**config.mk**
```make
export PLATFORM = sky130hd
export DESIGN_NAME = rr_arb_lock
export DESIGN_NICKNAME = d
export VERILOG_FILES = /design/src/rtl/rr_arb_lock.sv
export SDC_FILE = /design/constraint.sdc
export NUM_CORES = 1
export LEC_CHECK = 0
export ABC_CLOCK_PERIOD_IN_PS = 4700
export CORE_MARGIN = 2
export CORE_UTILIZATION = 58
export DETAILED_ROUTE_END_ITERATION = 12
export PLACE_DENSITY = 0.81
export SYNTH_ARGS = -nofsm -noshare
export SYNTH_HDL_FRONTEND = slang
export SYNTH_SLANG_ARGS = --single-unit
export TNS_END_PERCENT = 100
```
**constraint.sdc**
```tcl
create_clock -name clk_i -period 4.7 [get_ports clk_i]
set_input_delay 1.41 -clock clk_i [delete_from_list [all_inputs] [get_ports clk_i]]
set_output_delay 1.41 -clock clk_i [all_outputs]
set_load 0.01 [all_outputs]
```
**src/rtl/rr_arb_lock.sv**
```systemverilog
// Round-robin arbiter that locks the grant for a whole transaction and rotates
// priority to owner+1 on release. Optional forced release under `RR_TIMEOUT_EN`.
module rr_arb_lock #(
  parameter int REQCNT   = 5,
  parameter int REQWIDTH = (REQCNT > 2) ? $clog2(REQCNT) : 1,
  parameter int TIMEOUT  = 16
) (
  input  logic                clk_i,
  input  logic                rst_i,
  input  logic [REQCNT-1:0]   req_i,
  input  logic                done_i,
  output logic [REQCNT-1:0]   gnt_o,
  output logic [REQWIDTH-1:0] gnt_num_o,
  output logic                gnt_val_o,
  output logic                timeout_o
);

  typedef enum logic {S_IDLE, S_GRANT} state_e;

  if (REQCNT < 2 || TIMEOUT < 2) begin : g_param_check
    $error("rr_arb_lock: REQCNT and TIMEOUT must both be >= 2");
  end

  state_e              state_q;
  logic [REQWIDTH-1:0] prior_q, prior_d;
  logic [REQCNT-1:0]   gnt_q;
  logic [REQWIDTH-1:0] gnt_num_q;
  logic                gnt_val_q;
  logic                timeout_q;

  logic                own_req, tmo_hit, release_c, found;
  logic [REQWIDTH-1:0] scan_start, sel_idx;
  logic [REQCNT-1:0]   scan_req;

  // Index arithmetic wraps at REQCNT, not at 2**REQWIDTH.
  function automatic logic [REQWIDTH-1:0] wrap_idx(input int base, input int off);
    int s;
    s = base + off;
    if (s >= REQCNT) s -= REQCNT;
    return REQWIDTH'(s);
  endfunction

`ifdef RR_TIMEOUT_EN
  localparam int CW = $clog2(TIMEOUT + 1);
  logic [CW-1:0] tcnt_q;
  assign tmo_hit = (tcnt_q == CW'(TIMEOUT - 1));
`else
  assign tmo_hit = 1'b0;
`endif

  always_comb begin
    // NOTE: every comb output gets a default first so no path infers a latch.
    found     = 1'b0;
    sel_idx   = '0;
    own_req   = req_i[gnt_num_q];
    release_c = done_i | ~own_req | tmo_hit;
    prior_d   = (gnt_num_q == REQWIDTH'(REQCNT - 1)) ? '0 : gnt_num_q + 1'b1;
    // While granted, re-arbitration uses the post-release priority and skips the owner.
    scan_start = (state_q == S_GRANT) ? prior_d : prior_q;
    scan_req   = (state_q == S_GRANT) ? (req_i & ~gnt_q) : req_i;
    // Scan downwards so the nearest requester to scan_start is assigned last and wins.
    for (int i = REQCNT - 1; i >= 0; i--) begin
      if (scan_req[wrap_idx(int'(scan_start), i)]) begin
        found   = 1'b1;
        sel_idx = wrap_idx(int'(scan_start), i);
      end
    end
  end

  // NOTE: sequential state uses non-blocking assignments only, so every register
  // samples the pre-edge values regardless of statement order.
  always_ff @(posedge clk_i) begin
    if (rst_i) begin
      state_q   <= S_IDLE;
      prior_q   <= '0;
      gnt_q     <= '0;
      gnt_num_q <= '0;
      gnt_val_q <= 1'b0;
      timeout_q <= 1'b0;
`ifdef RR_TIMEOUT_EN
      tcnt_q    <= '0;
`endif
    end else begin
      case (state_q)
        S_IDLE: begin
          timeout_q <= 1'b0;
          if (found) begin
            state_q   <= S_GRANT;
            gnt_q     <= REQCNT'(1) << sel_idx;
            gnt_num_q <= sel_idx;
            gnt_val_q <= 1'b1;
`ifdef RR_TIMEOUT_EN
            tcnt_q    <= '0;
`endif
          end
        end
        S_GRANT: begin
          if (release_c) begin
            prior_q   <= prior_d;
            timeout_q <= tmo_hit & ~done_i & own_req;
            if (found) begin
              gnt_q     <= REQCNT'(1) << sel_idx;
              gnt_num_q <= sel_idx;
`ifdef RR_TIMEOUT_EN
              tcnt_q    <= '0;
`endif
            end else begin
              state_q   <= S_IDLE;
              gnt_q     <= '0;
              gnt_num_q <= '0;
              gnt_val_q <= 1'b0;
            end
          end else begin
            timeout_q <= 1'b0;
`ifdef RR_TIMEOUT_EN
            tcnt_q    <= tcnt_q + CW'(1);
`endif
          end
        end
        default: state_q <= S_IDLE;
      endcase
    end
  end

  assign gnt_o     = gnt_q;
  assign gnt_num_o = gnt_num_q;
  assign gnt_val_o = gnt_val_q;
  assign timeout_o = timeout_q;

endmodule

```
Word-level counts from Yosys, hierarchy flattened --
Index checks and enable logic that the tools add are counted.
Storage, ports and cells: input bits 8, output and inout bits 10, ROM bits 0, bits in writable memories 0, memories kept 0, flip-flop bits (word level) 13, bits in latches 0
Cells by class: mux-type cells 45, equal/unequal tests 4, multipliers 0, bitwise gates (word level) 5, reductions and logical operators 3, div/mod/pow operators 0, $lt $le $gt $ge 11, shift-type cells 1, add/sub/neg operators 10
Operator list (count):
- two-way mux 3 bit | 15
- < comparator 3 x 4 -> 1 bit, second input constant | 6
- two-way mux 5 bit | 4
- binary-select mux 1 bit (select 3 bit) | 6
- greater-or-equal comparator 4 x 3 -> 1 bit, second input constant | 4
- two-way mux 1 bit | 16
- subtractor 3 bit, second input constant | 5
- one-hot mux 5 bit (2 select lines) | 1
- adder 3 x 2 -> 4 bit, second input constant | 2
- one-hot mux 3 bit (2 select lines) | 1
- bitwise AND 5 bit | 1
- NOT 5 bit | 1
- << shifter 1 x 3 -> 5 bit, first input constant | 1
- adder 3 x 1 -> 4 bit, second input constant | 1
- adder 3 x 3 -> 4 bit, second input constant | 1
- inequality test 2 bit, second input constant | 2
- one-hot mux 1 bit (2 select lines) | 2
- AND reduction 2 bit | 2
- adder 3 x 1 -> 3 bit, second input constant | 1
- == test 3 bit, second input constant | 1
- greater-or-equal comparator 3 bit, second input constant | 1
- AND reduction 3 bit | 1
- inequality test 2 x 1 -> 1 bit, second input constant | 1
- NOT 1 bit | 2
- OR 1 bit | 1

Depth between registers and ports, before layout --
Gate-level depths: netlist of run 1.
depth after elaboration 17, gate-level depth with buffers 19

Worst setup path after synthesis of run 1 --
OpenSTA, ideal clock, no wires.
path type register to register, start register gnt_num_q[0] (netlist: gnt_num_o[0]), end register gnt_q[0] (netlist: gnt_o[0]), slack 0.411 ns, arrival 4.172 ns, stages on the path, launching flop included 18, clock period less this slack 4.289 ns, library setup time 0.117 ns, cell sequence dfxtp_1 > inv_1 > ha_1 > a21oi_1 > mux2i_1 > buf_2 > buf_2 > ha_1 > ha_1 > a21oi_1 > o21ai_1 > mux2i_1 > nor4bb_1 > or4_1 > or4_4 > and2_4 > and2_4 > a22o_2
Between the ends: cells in the longest elaborated chain, start to end 17
RTL lines:
- from (decl) | line 27 | logic [REQWIDTH-1:0] gnt_num_q;
- from (signal assigned) | line 90 | gnt_num_q <= sel_idx;
- from (signal assigned) | line 103 | gnt_num_q <= sel_idx;
- adder 3 x 1 -> 3 bit or == test 3 bit (tied branches) | line 57 | prior_d = (gnt_num_q == REQWIDTH'(REQCNT - 1)) ? '0 : gnt_num_q + 1'b1;
- two-way mux 3 bit | line 57
- two-way mux 3 bit | line 59 | scan_start = (state_q == S_GRANT) ? prior_d : prior_q;
- adder 3 x 3 -> 4 bit | line 38 | s = base + off;
- greater-or-equal comparator 4 x 3 -> 1 bit or subtractor 3 bit (tied branches) | line 39 | if (s >= REQCNT) s -= REQCNT;
- two-way mux 3 bit | line 39
- binary-select mux 1 bit (select 3 bit) | line 63 | if (scan_req[wrap_idx(int'(scan_start), i)]) begin
- two-way mux 1 bit (not written as such) | line 63
- two-way mux 3 bit (5 in series) | line 63
- << shifter 1 x 3 -> 5 bit | line 89, 102
- two-way mux 5 bit | line 101 | if (found) begin
- two-way mux 5 bit | line 98 | if (release_c) begin
- one-hot mux 5 bit (2 select lines) | line 84 | case (state_q)
- to (signal assigned) | line 89 | gnt_q <= REQCNT'(1) << sel_idx;
- to (signal assigned) | line 102 | gnt_q <= REQCNT'(1) << sel_idx;
- to (decl) | line 26 | logic [REQCNT-1:0] gnt_q;
Several ways; a longest one is shown, not always the timed one. The select of a mux whose other input is x is not followed. A chain may end at the register's enable or synchronous reset.

Worst setup path in the final report of run 1 --
start register gnt_num_q[1] (netlist: gnt_num_o[1]), end register gnt_q[3] (netlist: gnt_o[3])
Same word-level chain as after synthesis.

==> reports/summary.txt, run 1 <==
outcome -> finished clean
synthesis-to-finish area growth -> 14.9%
fin crit share -> 92.4%
dpl hpwl -> 4.12 mm
startpoint types -> flop
WS Path Type -> flop to flop
worst skew pair latency -> 0.30 ns
adder-cell share of the synthesized area -> 8.08%
CTS tree -> done
number of nets in the layout -> 274
R2R setup slack -> 0.36 ns
H-tree levels -> 1
CP endpoint kind -> flop
pin count of the biggest net entering global routing -> 19
count of different cell masters after synthesis -> 66
layout cell share with drive strength beyond 1 -> 14.2%
first drt pass iteration count -> 5
row count -> 20
mux cell area share after synthesis -> 12.7%
crit path cell chain -> inv_1 > ha_1 > or3b_1 > a31o_1 > inv_2 > ha_1 > a21oi_1 > o21ai_1 > mux2i_1 > nor4bb_1 > a211o_1 > a311oi_1 > o31ai_1 > nor2_1 > a22o_2
RSZ-0062 raised after global routing -> false
Max-Cap Viols -> 0
Synth Net Count -> 252
IO Pins -> 18
compound-cell area share of the yosys netlist -> 34.7%
Fmax -> 230 MHz
ant diodes -> 0
number of antenna violations at the first check in global routing -> 0
WL/cell -> 18.5 µm
hold crit path type -> flop to flop
Worst Skew -> 0.00125 ns
CTS Buffer Depth -> 2
CTS buffer count -> 3
vias in the first global route -> 1744
cells on worst reg2reg path -> 15
core area -> 3000 µm²
Worst EP required -> 4.90 ns
1st-iter DRT viols -> 215
DRC -> 0
xor and xnor fraction of the mapped netlist area -> 1.46%
Least-Margin Pin Slew -> 0.748 ns
Syn Inst Count -> 233
Critical Path Most Common Cell -> ha_1
Hold Vio Cnt, Final -> 0
post-route setup TNS -> 0 ns
ys async rst share -> 0%
Buffers on Ports -> 16
CP max-delay cell -> nor4bb_1
Die Ht -> 59.7 µm
Max FO, Critical Path -> 9
CTS clk-pin slew, worst paths -> 0.09 ns
R2R Path Start -> gnt_num_o[1]
chip width -> 59.7 µm
slowest cell delay on critical path -> 0.58 ns
drt via density -> 6.74
Final ANT Viol Nets -> 0
hold path start -> prior_q[2]
remaining global-route overflow -> 0
largest family of logic cells by synthesized area -> compound AO/OA/AOI/OAI gates
count of final max-slew check failures -> 0
Syn Std Cell Area -> 1800 µm²
WHS Endpoint -> prior_q[2]
setup bufs post-CTS -> 0
synthesized area per cell -> 7.71 µm²
synth warn -> 0
# setup viols final -> 0
die footprint -> 3560 µm²
clock root buffer -> clkbuf_4
DRT Wirelength -> 5.31 mm
Post-CTS Hold Fix Bufs -> 0
Hold Path Depth -> 2
CP arrival -> 4.54 ns
Max-slew headroom -> 49.7%
main flop type after synthesis -> dfxtp_1
register bit total from synthesis -> 13
GRT Overall Usage -> 31.2%
Post-CTS Resized -> 0
fraction of the mapped netlist area in simple logic gates -> 21.7%
Vias -> 1933
sequential area share after synthesis -> 14.5%
clock sinks -> 13
first-pass GRT wire length -> 8.32 mm
EDFF count, synth -> 0
Final Wtd Congestion -> 0.979
post-layout min period -> 4.34 ns
Reg-to-Reg End -> gnt_o[3]
Starting Density -> 59.8%
[worst max-delay path, delay by kind of cell (launching register included)]
kind | cells | cell delay [ns]
flops | 1 | 0.41
mux | 1 | 0.34
compound gates | 7 | 1.49
fa+ha+maj | 2 | 0.60
buf+inv | 2 | 0.31
simple gates | 3 | 1.09
[how the worst max path moves through the flow]
| stage | startpoint | to | depth (start not counted) |
|---|---|---|---|
| after floorplan | gnt_num_o[0] | gnt_o[0] | 17 |
| after global placement | req_i[1] | gnt_o[0] | 11 |
| after detailed placement | req_i[1] | gnt_o[3] | 11 |
| after CTS | gnt_num_o[1] | gnt_o[1] | 16 |
| after global routing | gnt_num_o[0] | gnt_o[3] | 15 |
| final | gnt_num_o[1] | gnt_o[3] | 15 |
[flip-flops by register name, indices dropped and copies added (netlist names)]
signal / flops
gnt_o: 5
gnt_num_o: 3
prior_q: 3
gnt_val_o: 1
state_q: 1
[kinds of logic after synthesis]
logic type	after synthesis
compound gates	86
simple gates	73
buf+inv	26
mux	20
flops	13
fa+ha+maj	11
xor+xnor	3
other cells	1
[routing by layer]
| layer | track usage [%] | vias up | part of all wire [%] |
|---|---|---|---|
| li1 | - | 924 | - |
| met3 | 6.06 | 16 | 10 |
| met5 | 0 | - | 0 |
| met1 | 42.1 | 883 | 42 |
| met4 | 9.52 | 0 | 2.5 |
| met2 | 50.2 | 110 | 45 |
[cell usage after synthesis (all sizes together) (3+ instances only)]
cell type / count / area [µm²]
nor2: 22 / 90.1
and2: 5 / 36.3
nor2b: 3 / 18.8
clkbuf: 4 / 15.0
a21o: 7 / 52.6
a211oi: 5 / 37.5
o21a: 5 / 37.5
ha: 10 / 125
and3: 6 / 37.5
a21boi: 4 / 30.0
dfxtp: 13 / 260
o22a: 3 / 26.3
inv: 12 / 45.1
mux2i: 15 / 150
buf: 9 / 55.0
mux2: 3 / 33.8
nand3: 4 / 20.0
a22o: 7 / 67.6
a21oi: 16 / 80.1
nand2: 16 / 60.1
o21ai: 13 / 68.8
nand2b: 3 / 18.8
xnor2: 3 / 26.3
nor3b: 3 / 22.5
[final cells by class]
| type | count | area, µm² |
|---|---|---|
| clock inverter | 1 | 5.00 |
| clock buffer | 3 | 22.5 |
| multi-input combinational | 194 | 1420 |
| inverter | 13 | 48.8 |
| sequential | 13 | 260 |
| tap | 33 | 41.3 |
| fill | 262 | 938 |
| timing repair buffer | 30 | 265 |
[cell usage in the layout, fill, tap and decap left out, drive strengths merged, types with 6 or more instances in the layout]
master,instances
buf,14
and3,6
inv,12
a22o,7
a21oi,16
dfxtp,13
a21o,7
o21ai,13
mux2i,15
ha,10
nand2,16
nor2,22
clkdlybuf4s50,16
[per-stage QoR]
step                cells  hold slack, ns  worst slack (ns)  util, %  instance area (µm²)
floorplan             233           0.432             0.411        -                 1800
global route          287           0.501            0.0884     68.8                 2060
finish                287           0.460             0.358     68.8                 2060
detailed placement    283           0.448             0.196     67.8                 2040
global placement      283           0.444             0.243     67.8                 2040
CTS                   287           0.461             0.401     68.8                 2060
Power of run 1 is left out: the tool's default activity adds up to more than one toggle a clock period on the data nets, which glitch-free logic cannot reach.
==> run 2: changes to the inputs <==
Settings changed: SLEW_MARGIN set to 10.
==> results of run 2 <==
The final DEF is identical to that of run 1; final timing and power are the same.
Power of run 2 is left out for the same reason.
